[config.mk]
export PLATFORM = sky130hd
export DESIGN_NAME = seq_cs_adder
export DESIGN_NICKNAME = d
export VERILOG_FILES = /design/src/rtl/seq_cs_adder.sv
export SDC_FILE = /design/constraint.sdc
export NUM_CORES = 1
export LEC_CHECK = 0
export CORE_MARGIN = 5
export CORE_UTILIZATION = 30
export CTS_BUF_LIST = sky130_fd_sc_hd__clkbuf_2
export DETAILED_ROUTE_END_ITERATION = 10
export GPL_ROUTABILITY_DRIVEN = 0
export PLACE_DENSITY_LB_ADDON = 0.08
export SETUP_SLACK_MARGIN = 0.05
export SKIP_LAST_GASP = 1
export SYNTH_ARGS = -nofsm -noshare
export SYNTH_HDL_FRONTEND = slang
export SYNTH_SLANG_ARGS = --single-unit
[constraint.sdc]
create_clock -name clk -period 3.9 [get_ports clk]
set_input_delay 0.39 -clock clk [delete_from_list [all_inputs] [get_ports clk]]
set_output_delay 0.39 -clock clk [all_outputs]
set_load 0.02 [all_outputs]
[src/rtl/seq_cs_adder.sv]
// Multi-cycle carry-select adder: one BLK-bit chunk per cycle behind a start/done handshake.
// Optional define CSA_OVF_EN adds a registered signed-overflow output (ovf).
module seq_cs_adder #(
  parameter int WIDTH = 8,
  parameter int BLK   = 2
) (
  input  logic             clk,
  input  logic             rst_n,
  input  logic             start,
  input  logic [WIDTH-1:0] a,
  input  logic [WIDTH-1:0] b,
  input  logic             cin,
  output logic             busy,
  output logic             done,
  output logic [WIDTH-1:0] sum,
`ifdef CSA_OVF_EN
  output logic             ovf,
`endif
  output logic             cout
);

  // state | meaning
  // IDLE  | waiting for start; sum/cout hold the last completed result
  // CALC  | adding chunk idx, one chunk per clock, LSB chunk first

  localparam int NBLK = WIDTH / BLK;
  localparam int IDXW = (NBLK > 1) ? $clog2(NBLK) : 1;
  localparam logic [IDXW-1:0] LAST_IDX = IDXW'(NBLK - 1);

  typedef enum logic {
    IDLE = 1'b0,
    CALC = 1'b1
  } state_t;

  state_t state, state_nxt;

  logic [WIDTH-1:0] op_a, op_b, work;
  logic             carry;
  logic [IDXW-1:0]  idx;

  logic             accept, last;
  logic [31:0]      sh;
  logic [WIDTH-1:0] a_sh, b_sh, chunk_mask, work_nxt;
  logic [BLK-1:0]   a_k, b_k;
  logic [BLK:0]     s0, s1, sel;

  always_ff @(posedge clk) begin
    if (!rst_n) state <= IDLE;
    else        state <= state_nxt;
  end

  always_comb begin
    state_nxt = state;
    accept    = 1'b0;
    last      = 1'b0;
    case (state)
      IDLE: begin
        if (start) begin
          accept    = 1'b1;
          state_nxt = CALC;
        end
      end
      CALC: begin
        if (idx == LAST_IDX) begin
          last      = 1'b1;
          state_nxt = IDLE;
        end
      end
      default: state_nxt = IDLE;
    endcase
  end

  // Both candidate chunk sums are formed; the registered chunk carry picks one.
  always_comb begin
    sh         = 32'(idx) * 32'(BLK);
    a_sh       = op_a >> sh;
    b_sh       = op_b >> sh;
    a_k        = a_sh[BLK-1:0];
    b_k        = b_sh[BLK-1:0];
    s0         = {1'b0, a_k} + {1'b0, b_k};
    s1         = s0 + (BLK+1)'(1);
    sel        = carry ? s1 : s0;
    chunk_mask = WIDTH'({BLK{1'b1}}) << sh;
    work_nxt   = (work & ~chunk_mask) | (WIDTH'(sel[BLK-1:0]) << sh);
  end

  always_ff @(posedge clk) begin
    if (!rst_n) begin
      op_a  <= '0;
      op_b  <= '0;
      work  <= '0;
      carry <= 1'b0;
      idx   <= '0;
      busy  <= 1'b0;
      done  <= 1'b0;
      sum   <= '0;
      cout  <= 1'b0;
`ifdef CSA_OVF_EN
      ovf   <= 1'b0;
`endif
    end else begin
      done <= 1'b0;
      if (accept) begin
        op_a  <= a;
        op_b  <= b;
        carry <= cin;
        idx   <= '0;
        work  <= '0;
        busy  <= 1'b1;
      end else if (state == CALC) begin
        work  <= work_nxt;
        carry <= sel[BLK];
        if (last) begin
          sum  <= work_nxt;
          cout <= sel[BLK];
          done <= 1'b1;
          busy <= 1'b0;
`ifdef CSA_OVF_EN
          ovf  <= (op_a[WIDTH-1] == op_b[WIDTH-1]) && (work_nxt[WIDTH-1] != op_a[WIDTH-1]);
`endif
        end else begin
          idx <= idx + 1'b1;
        end
      end
    end
  end

endmodule

-- Yosys cells after proc, flatten, opt, wreduce, memory -nomap -nowiden
Index checks and enable logic that the tools add are counted.
Widths: inputs -> output; s select.
- add/sub/neg operators: 3
- equal/unequal tests: 1
- shift operators: 4
- muxes and demuxes: 13
- bitwise operators: 7
- reductions and logical operators: 7
- operator list (cell ; count):
    $shr 8x3->2 ; 2
    $mux 1 ; 11
    $and 8x8->8 ; 1
    $not 8->8 ; 1
    $or 8x8->8 ; 1
    $shl 2x3->8 ; 1
    $shl 2x3->8 const A ; 1
    $not 1->1 ; 4
    $reduce_and 2->1 ; 2
    $reduce_bool 2->1 ; 2
    $add 2x2->3 ; 1
    $add 3x1->3 const B ; 1
    $mux 3 ; 1
    $reduce_and 3->1 ; 1
    $reduce_or 3->1 ; 1
    $add 2x1->2 const B ; 1
    $eq 2x2->1 const B ; 1
    $pmux 1 s2 ; 1
    $reduce_or 2->1 ; 1
- register bits after elaboration: 39
- input bits: 20
- output and inout port bits: 11

-- Logic depth before layout (Yosys ltp)
Gate-level depths: netlist of the first run.
- depth after elaboration: 6
- mapped depth: 8

-- Least setup slack after synthesis of the first run
Ideal clock, no wire load.
- path type: reg2reg
- start point: register idx[0]
- end point: register sum[1]
- data arrival time: 2.516 ns
- data required time: 3.777 ns
- slack: 1.261 ns
- stages on the path, launching flop included: 9
- period minus slack after synthesis: 2.639 ns
- cells stage by stage: dfxtp_1 buf_4 mux4_2 ha_1 fa_1 ha_1 mux2_4 a221oi_1 nor2_1
- word-level cells in the longest chain between the ends: 6
- elaborated cells on any way between the ends: 14
- ends and longest elaborated chain (what ; line ; source):
    from (decl) ; 39 ; logic [IDXW-1:0] idx;
    from (signal assigned) ; 122 ; idx <= idx + 1'b1;
    $shr 8x3->2, on equally long branches ; 76, 77 ;
    $add 2x2->3 ; 80 ; s0 = {1'b0, a_k} + {1'b0, b_k};
    $add 3x1->3 ; 81 ; s1 = s0 + (BLK+1)'(1);
    $mux 3 ; 82 ; sel = carry ? s1 : s0;
    $shl 2x3->8 ; 84 ; work_nxt = (work & ~chunk_mask) | (WIDTH'(sel[BLK-1:0]) << sh);
    $or 8x8->8 ; 84 ;
    to (signal assigned) ; 114 ; sum <= work_nxt;
    to (decl) ; 15 ; output logic [WIDTH-1:0] sum,
Several ways; a longest one is shown, not always the timed one.
A chain may end at the register's enable or synchronous reset.

-- Final worst setup path of the first run
Ends and elaborated chain as after synthesis.

==> results of run 1 <==
registers in the layout, summed over array words and instances, names as in the netlist, 2 cells and up:
name	cells
op_b	8
idx	2
sum	8
work	6
op_a	8
power by group through the flow:
stage	sequential (mW)	clock [mW]	combinational, mW
floorplan	0.409	0	0.0748
global placement	0.417	0	0.101
detailed placement	0.417	0	0.104
CTS	0.409	0.175	0.104
global route	0.412	0.195	0.115
finish	0.409	0.164	0.103
metal layers:
| layer | GRT usage [%] | share of wire, % |
|---|---|---|
| met4 | 4.32 | 1.5 |
| met3 | 4.56 | 5.1 |
| met2 | 15.9 | 42 |
| met1 | 15.0 | 52 |
| met5 | 0 | 0 |
synth_stat cells, types with 2 or more instances:
cell | number | area, um^2
a32oi_1 | 2 | 17.5
ha_1 | 6 | 75.1
nand4_1 | 2 | 12.5
buf_4 | 4 | 30.0
o21ai_0 | 8 | 40.0
clkbuf_1 | 4 | 15.0
dfxtp_1 | 37 | 741
nand2_1 | 40 | 150
mux4_2 | 4 | 90.1
a21boi_0 | 16 | 120
a21boi_1 | 2 | 15.0
nor2_1 | 15 | 56.3
buf_2 | 4 | 20.0
inv_1 | 5 | 18.8
nor2b_1 | 5 | 31.3
a21oi_1 | 2 | 10.0
a22oi_1 | 4 | 30.0
a221oi_1 | 6 | 52.6
worst max-delay path, delay by kind of cell, from the launching register on:
family                     cells  cell delay [ns]
and+or+nand+nor                1             0.08
muxes                          2             0.92
adders and majority gates      3             0.98
AOI/OAI and AO/OA              1             0.27
DFF                            1             0.81
metrics by stage:
stage               worst slack (ns)  instances  util [%]  hold slack, ns
finish                         0.745        278      37.2           0.467
global route                   0.571        278      37.2           0.488
CTS                            0.727        278      37.2           0.469
detailed placement             0.760        271      36.6           0.447
global placement               0.874        271      36.6           0.442
floorplan                       1.26        181         -           0.432
final cells by class:
class | count | area share, %
tap | 72 | 4.42
clock inverter | 2 | 0.553
inverter | 5 | 0.921
timing repair buffer | 31 | 15.1
sequential | 37 | 36.4
multi-input combinational | 126 | 41.4
clock buffer | 5 | 1.23
logic make-up after synthesis:
| family | Yosys count | share of synthesized area, % |
|---|---|---|
| AND/OR/NAND/NOR | 67 | 17.0 |
| AO/OA/AOI/OAI | 42 | 18.0 |
| flip-flops | 37 | 44.1 |
| buffers and inverters | 18 | 5.66 |
| multiplexers | 7 | 7.53 |
| adder cells (fa/ha/maj) | 7 | 5.66 |
| XOR/XNOR | 3 | 2.01 |
how the worst max path moves through the flow:
stage	slack [ns]	end	depth (start not counted)
2_1_floorplan	1.26	sum[1]	8
3_3_place_gp	0.87	sum[3]	7
3_5_place_dp	0.76	sum[5]	7
4_1_cts	0.73	sum[1]	7
5_1_grt	0.57	sum[1]	7
6_report	0.74	sum[1]	7
==> out/results.ini, run 1 <==
[pwr]
internal-power_mw=0.484
power.leakage_nw=0.769
sw_frac_of_total_pct=28.3
power_frac_clock_pct=24.2
p_sw_mw=0.191
peakVddDrop_mv=0.132
power_mw=0.675
combPwrFrac_pct=15.2
seq_power_share_pct=60.6
power_density_nw_per_um2=332

[finish]
layout_commonest_cell=nand2_1
mostFrequentLayoutCells=40 x nand2_1, 37 x dfxtp_1, 30 x clkdlybuf4s50_1
final_area_um2=2040
drive_gt1_share_pct=6.80
seqCellArea_um2=741
antenna_cells=0
fill_cells=579
area_growth_pct=21.3
multi_input_area_um2=843
finalNetCount=233

[worst_setup_path]
path_class=reg -> reg
reg2regPathDepth=7
r2r_setup_slack_ns=0.74
max_stage_delay_ns=0.81
crit_path_start_kind=flip-flop
crit_fanout=17
cp_slowest_cell=dfxtp_1
worstReg2RegEnd=sum[1]
critPathMostFrequentCell=ha_1
rr_startpoint=idx[0]
crit_start=idx[0]
arrival_ns=3.44
cp-end-kind=flip-flop
worstPathCellList=mux4_2, ha_1, fa_1, ha_1, mux2_4, a221oi_1, nor2_1
worst-endpoint-required_ns=4.18

[die]
die-area_um2=7190
num_io_pins=31
die_y_um=84.8
num_rows=27
core_um2=5470
die_width_um=84.8
start_util_pct=30.7

[logic_synthesis]
syn_area_per_cell_um2=9.28
yosysWarnings=0
syn_area_um2=1680
ys_async_sr_fraction_pct=0
ys_types=33
synth_flop_cell=dfxtp_1
synth_cells=181
synth-seq-area-share_pct=44.1
ys_ff_latch=37
synth_nets=208
synth_edf_count=0

[sta]
finalHoldViolations=0
tns_ns=0
finClkSkew_ns=0.0171
max_freq_ghz=0.317
period_needed_ns=3.16
timing.final.crit_share_pct=80.9
slew_violations=0
setup_viol_count_final=0
rsz0062_at_grt=false
slew_headroom_pct=38.5
tightest_slew_ns=0.919

[placed_design]
portBuffers=30
hpwl_um=2550
postPlaceCellArea_um2=2000

[drt]
wl_per_cell_um=13.0
via_count=1287
wl_um=3620
vias_per_cell=4.63
drcViolationCount=0
drtIter0Drc=33
final_antenna_net_count=0
dr.pass1.iters=4

[status]
status=finished clean

[global_routing]
grt_pass1_vias=1333
grt_usage_pct=11.2
grt_antenna_before_repair=0
overflow=0
grt_max_degree=31
grt_pass1_wl_um=6320

[cts]
cts_resized=0
cts_num_sinks=37
path_clk_slew_ns=0.18
cts_tree=done
cts_root_buf=clkbuf_2
cts_hold_buf=0
cts_made_buffers=5
clk_latency_ns=0.39
htreeDepth=2
cts_buffer_depth=2
post_cts_buffers=0

[worst_hold_path]
worstHoldPathType=reg -> reg
min-delay-start=op_a[1]
hold_path_end=op_a[1]
hold_depth=2

[flow_run]
cap_violations=0

Power figures use the tool's default switching activity.
==> inputs of run 2 (changes only) <==
clock period = 2.8 ns   (was 3.9 ns; I/O delays follow)
==> run 2 against run 1 <==
Compared with the run above: clock power grew 99%; total power grew 55%; critical path type unchanged; combinational power grew 52%; critical endpoint is now sum[3]; non-clock buffer count increased by 6; largest power group unchanged.
==> out/results.ini, run 2 (synthesis results as in run 1) <==
[status]
status=finished clean

[cts]
cts_num_sinks=37
cts_buffer_depth=2
cts_made_buffers=5
clk_latency_ns=0.38
cts_tree=done
htreeDepth=2
cts_root_buf=clkbuf_2
path_clk_slew_ns=0.19

[sta]
rsz0062_at_grt=true
tns_ns=0
slew_headroom_pct=72.3
period_needed_ns=2.61
finClkSkew_ns=0.0134
tightest_slew_ns=0.415
slew_violations=0
max_freq_ghz=0.383
timing.final.crit_share_pct=93.2
finalHoldViolations=0
setup_viol_count_final=0

[drt]
drcViolationCount=0
drtIter0Drc=59
final_antenna_net_count=0
dr.pass1.iters=4
via_count=1334
wl_per_cell_um=13.1
vias_per_cell=4.68
wl_um=3730

[worst_setup_path]
crit_buf_inv=0
worstPathCellList=mux4_2, ha_1, fa_1, ha_1, mux2_4, a221oi_1, nor2_1
path_class=reg -> reg
crit_fanout=7
rr_startpoint=idx[0]
r2r_setup_slack_ns=0.19
critPathMostFrequentCell=ha_1
reg2regPathDepth=7
path_depth=7
worstReg2RegEnd=sum[3]
max_stage_delay_ns=0.51
cp_slowest_cell=mux4_2
crit_start=idx[0]
worst-endpoint-required_ns=3.09
arrival_ns=2.90
cp-endpoint=sum[3]
critPathTopFamily=adder cells
crit_path_start_kind=flip-flop
cp-end-kind=flip-flop

[die]
num_io_pins=31
core_um2=5470
die_width_um=84.8
num_rows=27
start_util_pct=30.7
die_y_um=84.8
die-area_um2=7190

[global_routing]
grt_pass1_vias=1341
grt_pass1_wl_um=6330
grt_antenna_before_repair=0
grt_usage_pct=11.0
overflow=0
grt_max_degree=20

[finish]
finalNetCount=239
drive_gt1_share_pct=11.3
antenna_cells=0
mostFrequentLayoutCells=40 x nand2_1, 36 x dfxtp_1, 30 x clkdlybuf4s50_1
area_growth_pct=26.6
layout_commonest_cell=nand2_1
reg_top3=op_a: 8 flops, op_b: 8 flops, sum: 8 flops

[pwr]
power_mw=1.05
peakVddDrop_mv=0.161
power_density_nw_per_um2=493
power.leakage_nw=0.827

[worst_hold_path]
worstHoldPathType=in -> reg

[placed_design]
portBuffers=30
hpwl_um=2720

[flow_run]
cap_violations=0

## run 2: cell types whose count changed in the layout (fill, tap and decap cells not counted), sizes merged
cell      change
buf           +6
bufinv        +1
clkinvlp      -1
clkbuf        +1
## run 2: cell type report
type,count,area (um^2)
fill,578,3350
inverter,5,18.8
timing repair buffer,37,353
clock buffer,6,30.0
clock inverter,2,33.8
sequential,37,744
multi-input combinational,126,856
tap,72,90.1
## run 2: through the flow
stage | utilization [%] | cells | setup slack (ns) | hold WS [ns] | cell area [um^2]
2_1_floorplan | - | 181 | 0.161 | 0.415 | 1680
3_3_place_gp | 37.2 | 276 | 0.139 | 0.453 | 2040
5_1_grt | 38.8 | 285 | 0.0364 | 0.392 | 2130
6_report | 38.8 | 285 | 0.190 | 0.440 | 2130
3_5_place_dp | 37.2 | 276 | 0.0578 | 0.450 | 2040
4_1_cts | 38.4 | 284 | 0.108 | 0.399 | 2100
## run 2: worst min path at each step
stage,start,endpoint,slack [ns],cells past startpoint
finish,a[2],op_a[2],0.44,3
global route,a[2],op_a[2],0.39,3
CTS,a[2],op_a[2],0.40,3
detailed placement,sum[6],sum[6],0.45,2
global placement,sum[6],sum[6],0.45,2
floorplan,a[1],op_a[1],0.41,2
## run 2: worst reg2reg max path, cell delays in order, from the launching register on
cell and delay [ns]:
dfxtp_4 0.41, mux4_2 0.51, ha_1 0.23, fa_1 0.46
ha_1 0.29, mux2_4 0.31, a221oi_1 0.25, nor2_1 0.08
## run 2: what timing repair did
action                                  4_1_cts  5_1_grt
setup buffers                                 0        1
resized for setup                             1        3
hold endpoints to repair                      0        0
hold buffers                                  0        0
endpoints found under the setup margin        2        3
## run 2: per-layer routing
| layer | vias up | global-route usage [%] | routed length, um |
|---|---|---|---|
| li1 | 686 | - | - |
| met1 | 604 | 14.8 | 1820 |
| met2 | 42 | 16.4 | 1620 |
| met3 | 2 | 3.11 | 266 |
| met4 | 0 | 5.18 | 23 |
| met5 | - | 0 | 0 |
## run 2: power breakdown
part           total [mW]  switching (mW)  internal [mW]
clock network       0.326           0.173          0.153
registers           0.565          0.0173          0.548
logic               0.157          0.0786         0.0788
